==> config.mk <==
export PLATFORM = sky130hd
export DESIGN_NAME = argmax_l2_flat
export DESIGN_NICKNAME = d
export VERILOG_FILES = /design/src/rtl/argmax_l2_if.sv /design/src/rtl/argmax_l2.sv /design/src/flat_wrapper.sv
export SDC_FILE = /design/constraint.sdc
export NUM_CORES = 1
export LEC_CHECK = 0
export BUFFER_PORTS_ARGS = -buffer_cell sky130_fd_sc_hd__buf_2
export CORE_MARGIN = 4
export CORE_UTILIZATION = 55
export CTS_BUF_LIST = sky130_fd_sc_hd__clkbuf_16
export DETAILED_ROUTE_END_ITERATION = 8
export PLACE_DENSITY = 0.81
export SLEW_MARGIN = 0
export SYNTH_ARGS = -nofsm -noshare
export SYNTH_HDL_FRONTEND = slang
export SYNTH_SLANG_ARGS = --single-unit
==> constraint.sdc <==
create_clock -name clk -period 6.05 [get_ports clk]
set_input_delay 0 -clock clk [delete_from_list [all_inputs] [get_ports clk]]
set_output_delay 0 -clock clk [all_outputs]
set_load 0.02 [all_outputs]
==> src/rtl/argmax_l2_if.sv <==
// Handshake and data bundle between the layer-2 MAC array,
// the argmax classifier and its consumer.
interface argmax_l2_if #(
  parameter int NUM_CLASSES = 10,
  parameter int ACC_W       = 20,
  parameter int IDX_W       = 4
);

  logic                         start;
  logic                         abort;
  logic [NUM_CLASSES*ACC_W-1:0] acc_in_packed;
  logic                         busy;
  logic                         done;
  logic                         valid;
  logic [IDX_W-1:0]             class_idx;
  logic [ACC_W-1:0]             max_val;

  modport master (
    output start,
    output abort,
    output acc_in_packed,
    input  busy,
    input  done,
    input  valid,
    input  class_idx,
    input  max_val
  );

  modport slave (
    input  start,
    input  abort,
    input  acc_in_packed,
    output busy,
    output done,
    output valid,
    output class_idx,
    output max_val
  );

endinterface

==> src/rtl/argmax_l2.sv <==
// Snapshots the 10-lane layer-2 accumulator vector and scans it one
// lane per cycle, reporting the index and value of the largest logit.
module argmax_l2 #(
  parameter int NUM_CLASSES = 10,
  parameter int ACC_W       = 20,
  parameter int IDX_W       = 4
) (
  input  logic        clk,
  input  logic        rst,
  argmax_l2_if.slave  bus
);

  localparam int VEC_W = NUM_CLASSES * ACC_W;
  localparam logic [IDX_W-1:0] LAST = IDX_W'(NUM_CLASSES - 1);

  typedef enum logic [1:0] {
    IDLE = 2'd0,
    SCAN = 2'd1,
    DONE = 2'd2
  } state_t;

  state_t                   state_q, state_d;
  logic [VEC_W-1:0]         snap_q, snap_d;
  logic [IDX_W-1:0]         ptr_q, ptr_d;
  logic signed [ACC_W-1:0]  best_val_q, best_val_d;
  logic [IDX_W-1:0]         best_idx_q, best_idx_d;
  logic [IDX_W-1:0]         class_idx_q, class_idx_d;
  logic [ACC_W-1:0]         max_val_q, max_val_d;
  logic                     busy_q, busy_d;
  logic                     done_q, done_d;
  logic                     valid_q, valid_d;

  logic signed [ACC_W-1:0]  cur;
  logic                     gt;
  logic signed [ACC_W-1:0]  nxt_val;
  logic [IDX_W-1:0]         nxt_idx;
  logic                     load;

  always_comb begin
    cur = '0;
    for (int j = 0; j < NUM_CLASSES; j++) begin
      if (ptr_q == IDX_W'(j)) begin
        cur = snap_q[j*ACC_W +: ACC_W];
      end
    end
  end

  // Strict greater-than keeps the lowest index on ties.
  assign gt      = cur > best_val_q;
  assign nxt_val = gt ? cur : best_val_q;
  assign nxt_idx = gt ? ptr_q : best_idx_q;

  always_comb begin
    state_d     = state_q;
    snap_d      = snap_q;
    ptr_d       = ptr_q;
    best_val_d  = best_val_q;
    best_idx_d  = best_idx_q;
    class_idx_d = class_idx_q;
    max_val_d   = max_val_q;
    busy_d      = busy_q;
    done_d      = 1'b0;
    valid_d     = valid_q;
    load        = 1'b0;

    if (bus.abort) begin
      state_d = IDLE;
      busy_d  = 1'b0;
      valid_d = 1'b0;
    end else begin
      unique case (state_q)
        IDLE: begin
          load = bus.start;
        end
        SCAN: begin
          best_val_d = nxt_val;
          best_idx_d = nxt_idx;
          ptr_d      = ptr_q + 1'b1;
          if (ptr_q == LAST) begin
            state_d     = DONE;
            class_idx_d = nxt_idx;
            max_val_d   = nxt_val;
            done_d      = 1'b1;
            valid_d     = 1'b1;
          end
        end
        DONE: begin
          // The DONE->IDLE edge may also start the next image.
          state_d = IDLE;
          busy_d  = 1'b0;
          load    = bus.start;
        end
        default: begin
          state_d = IDLE;
          busy_d  = 1'b0;
        end
      endcase
    end

    if (load) begin
      state_d    = SCAN;
      snap_d     = bus.acc_in_packed;
      best_val_d = bus.acc_in_packed[ACC_W-1:0];
      best_idx_d = '0;
      ptr_d      = IDX_W'(1);
      busy_d     = 1'b1;
      valid_d    = 1'b0;
    end
  end

  always_ff @(posedge clk or negedge rst) begin
    if (!rst) begin
      state_q     <= IDLE;
      snap_q      <= '0;
      ptr_q       <= '0;
      best_val_q  <= '0;
      best_idx_q  <= '0;
      class_idx_q <= '0;
      max_val_q   <= '0;
      busy_q      <= 1'b0;
      done_q      <= 1'b0;
      valid_q     <= 1'b0;
    end else begin
      state_q     <= state_d;
      snap_q      <= snap_d;
      ptr_q       <= ptr_d;
      best_val_q  <= best_val_d;
      best_idx_q  <= best_idx_d;
      class_idx_q <= class_idx_d;
      max_val_q   <= max_val_d;
      busy_q      <= busy_d;
      done_q      <= done_d;
      valid_q     <= valid_d;
    end
  end

  assign bus.busy      = busy_q;
  assign bus.done      = done_q;
  assign bus.valid     = valid_q;
  assign bus.class_idx = class_idx_q;
  assign bus.max_val   = max_val_q;

endmodule

==> src/flat_wrapper.sv <==
// flat-port wrapper written by rule: the top's interface ports become plain ports
module argmax_l2_flat 
#(
  parameter int NUM_CLASSES = 10,
  parameter int ACC_W       = 20,
  parameter int IDX_W       = 4
)
  (clk, rst, bus_start, bus_abort, bus_acc_in_packed, bus_busy, bus_done, bus_valid, bus_class_idx, bus_max_val);
  argmax_l2_if #(.NUM_CLASSES(NUM_CLASSES), .ACC_W(ACC_W), .IDX_W(IDX_W)) bus_i ();
  input  logic clk;
  input  logic rst;
  input wire logic [$bits(bus_i.start)-1:0] bus_start;
  input wire logic [$bits(bus_i.abort)-1:0] bus_abort;
  input wire logic [$bits(bus_i.acc_in_packed)-1:0] bus_acc_in_packed;
  output wire logic [$bits(bus_i.busy)-1:0] bus_busy;
  output wire logic [$bits(bus_i.done)-1:0] bus_done;
  output wire logic [$bits(bus_i.valid)-1:0] bus_valid;
  output wire logic [$bits(bus_i.class_idx)-1:0] bus_class_idx;
  output wire logic [$bits(bus_i.max_val)-1:0] bus_max_val;
  assign bus_i.start = bus_start;
  assign bus_i.abort = bus_abort;
  assign bus_i.acc_in_packed = bus_acc_in_packed;
  assign bus_busy = bus_i.busy;
  assign bus_done = bus_i.done;
  assign bus_valid = bus_i.valid;
  assign bus_class_idx = bus_i.class_idx;
  assign bus_max_val = bus_i.max_val;
  argmax_l2 #(.NUM_CLASSES(NUM_CLASSES), .ACC_W(ACC_W), .IDX_W(IDX_W)) u_core (.clk(clk), .rst(rst), .bus(bus_i));
endmodule
==> impl_metrics.csv <==
group,metric,value,unit
run_status,status,"finished, final reports clean",
drt,first_pass_iters,6,
pwr,p_switching,2.706,mW
die,die_w,157.2,um
timing,final-hold-violation-count,0,
clock_tree,cts-buffers-inserted,27,
timing,finalCritPeriodShare,96.32,%
global_route,grt_pass1_wl,70.35,mm
drt,vias,12820,
timing,fin_crit,5.827,ns
clock_tree,tritoncts,"built",
drt,wl_per_cell,21.63,um
synthesis,synth_cell_types,54,
critical_path,crit_required,6.43,ns
critical_path,worst_ep_arrival_time,6.21,ns
timing,fmax,171.6,MHz
timing,slew_viol_final,0,
critical_path,cp_common_cell,"ha_1",
synthesis,synth_edf_count,0,
die,core.rowCount,54,
drt,ant_nets,0,
synthesis,synthesis.area,12240,sq um
timing,worst_slew_pin_slew,1.236,ns
pwr,p_leak,8.511,nW
pwr,p_clk_share,25.5,%
clock_tree,htree_levels,1,
timing,setup_viol,0,
timing,holdWs,0.04220,ns
synthesis,synth_nets,1685,
pwr,share_seq_of_total_power,35.6,%
drt,first_iter_violations,1712,
pwr,power_frac_comb,38.9,%
timing,fin_setup_tns,0,ns
global_route,grt_max_degree,132,
die,design.core.area,21820,sq um
placement,hpwlAfterDp,28.81,mm
placement,port_buffers,230,
synthesis,ys_seq_elements,257,
critical_path,crit_path_max_incr_delay,0.92,ns
global_route,gr-usage-all-layers,36.86,%
drt,via_per_inst,5.986,
clock_tree,root_buffer,"clkbuf_16",
layout,drive_gt1_share,16.07,%
die,start_util,56.07,%
critical_path,critPathMaxFanout,27,
layout,area_delta_synth_final,34.81,%
pwr,p_sw_share,40.09,%
clock_tree,cts_buffer_depth,3,
critical_path,cp_top_family,"compound AO/OA/AOI/OAI gates",
critical_path,critPathKind,"flop to flop",
timing,fin_skew,0.03018,ns
clock_tree,clk_transition_reported_paths,0.06,ns
synthesis,syn_area_per_cell,8.399,sq um
clock_tree,clkLatencyLatePin,0.56,ns
layout,layout.nets,2069,
global_route,grt_pass1_vias,12630,
critical_path,worst_path_max_delay_cell,"o41ai_1",
synthesis,synth_ff_type,"dfrtp_1",
critical_path,path_buf_inv,2,
global_route,overflow,0,
critical_path,crit_chain,"inv_1 -> ha_1 -> and3_1 -> a211oi_1 -> o32a_1 -> o41ai_1 -> ha_1 -> nand4_1 -> nor2_1 -> a311oi_1 -> a41o_1 -> or2_1 -> nor2_2 -> buf_4 -> o311ai_0",
clock_tree,clock-sinks,257,
critical_path,cp-end-kind,"flop",
timing,rsz0062_at_grt,"no",
global_route,antenna_found_initial,1,
die,pin_count,231,
critical_path,critPathLaunchType,"flop",
pwr,ir_drop,0.2775,mV
die,dieArea,24700,sq um
synthesis,synthArstFlopShare,100.0,%
placement,gp_congestion,0.9590,
drt,drc_errors,0,
pwr,p_int,4.044,mW
timing,max_slew_margin,17.63,%
pwr,p_per_area,409.2,nW/um^2
clock_tree,post_cts_buffers,0,
synthesis,synth_seq_area_share,52.56,%
synthesis,synth_cells,1457,
min_path,hp-class,"input pin to flop",
drt,routed_wl,46.34,mm
die,fp.dieH,157.2,um
synthesis,yosysWarnings,0,
run,drv_cap,0,
==> flip-flops by register name, summed over array words and instances (netlist names) <==
register,cells
u_core.best_idx_q,4
u_core.bus.max_val,20
u_core.state_q,2
u_core.bus.class_idx,4
u_core.ptr_q,4
u_core.best_val_q,20
u_core.snap_q,200
u_core.bus.busy,1
u_core.bus.valid,1
u_core.bus.done,1
==> power by group through the flow <==
stage,logic [mW],registers [mW],clock network (mW)
2_1_floorplan,1.61,2.31,0
3_3_place_gp,2.39,2.40,0
3_5_place_dp,2.42,2.40,0
4_1_cts,2.53,2.38,1.72
5_1_grt,2.83,2.42,1.80
6_report,2.63,2.41,1.72
==> cell type report <==
cell class              instances  area [sq um]
diodes                          1         2.502
clock buffers                  27         675.6
clock inverters                22         232.7
fillers                      1362          5328
inverters                      31         116.4
multi-input cells            1069          5304
flip-flops and latches        257          6431
well taps                     280         350.3
repair buffers                455          3383
==> per-stage QoR <==
step / instance area (sq um) / util (%) / power [mW] / cells / worst slack, ns
2_1_floorplan: 12240 / - / 3.918 / 1457 / 2.155
3_3_place_gp: 13550 / 62.07 / 4.787 / 1889 / 0.4863
3_5_place_dp: 13550 / 62.07 / 4.819 / 1889 / 0.3946
4_1_cts: 16490 / 75.54 / 6.636 / 2141 / 0.3527
5_1_grt: 16500 / 75.59 / 7.058 / 2142 / 0.02864
6_report: 16500 / 75.59 / 6.750 / 2142 / 0.2227
==> routing by layer <==
metal	up-vias	part of all wire, %	GRT usage, %
met5	-	0	0
met4	0	4.7	14.58
met3	183	11	9.018
met2	888	47	59.54
met1	6076	37	48.33
li1	5676	-	-
==> synthesized netlist by cell type (15+ instances only) <==
master | instances | area, sq um
nand2_1 | 662 | 2485
dfrtp_1 | 257 | 6431
clkbuf_1 | 79 | 296.5
o21ai_0 | 47 | 235.2
nand3_1 | 39 | 195.2
nor2_1 | 36 | 135.1
a21oi_1 | 29 | 145.1
inv_1 | 29 | 108.9
ha_1 | 24 | 300.3
a31oi_1 | 20 | 125.1
and3_1 | 19 | 118.9
a221o_1 | 18 | 180.2
o311ai_0 | 17 | 148.9
a22oi_1 | 15 | 112.6
o22ai_1 | 15 | 93.84
o32a_1 | 15 | 150.1
==> cell usage in the layout (no fill, tap or decap), types with 7 or more instances in the layout <==
master         count
a211oi_1          12
o21ai_1            8
nand3_1           39
a22oi_1           15
a21oi_1           29
and3_1            19
o21ai_0           47
inv_1             37
a31oi_1           20
buf_4             20
o311ai_0          17
o221ai_1           7
ha_1              24
o211ai_1          11
buf_2            229
a221o_1           18
a21o_1            10
nand2_1          661
dfrtp_1          257
o22ai_1           15
a221oi_1          12
o41ai_1            7
dlygate4sd3_1    203
o32a_1            15
clkbuf_16         27
nor2_1            36
==> worst paths after layout <==
path,start,to,slack (ns),cells past startpoint
worst max-delay path,u_core.ptr_q[0],u_core.best_val_q[12],0.22,15
worst min register to register,u_core.snap_q[47],u_core.snap_q[47],0.48,2
max in group asynchronous,rst,u_core.snap_q[153],4.70,3
worst min-delay path,bus_start,u_core.snap_q[5],0.04,3
worst max register to register,u_core.ptr_q[0],u_core.best_val_q[12],0.22,15
min in group asynchronous,rst,u_core.bus.done,0.15,2
==> repair_timing <==
| item | in CTS | in global routing |
|---|---|---|
| endpoints found under the setup margin | 0 | 9 |
| gates resized for setup | 0 | 1 |
| endpoints found under the hold margin | 348 | 0 |
| hold buffers | 203 | 0 |
==> kinds of logic (layout without fill, tap and decap cells) <==
family | Yosys count | after routing | synth area share, %
compound gates | 257 | 257 | 15.01
xor+xnor | 2 | 2 | 0.1432
mux | 1 | 1 | 0.08180
buf+inv | 131 | 535 | 4.243
simple gates | 785 | 785 | 25.51
other cells | 0 | 1 | 0
flops | 257 | 257 | 52.56
fa+ha+maj | 24 | 24 | 2.454
==> tightest hold or removal path: cells and delay by family <==
family | cells | cell delay [ns]
compound gates | 1 | 0.16
buf+inv | 1 | 0.18
simple gates | 1 | 0.22
Power figures use the tool's default switching activity.
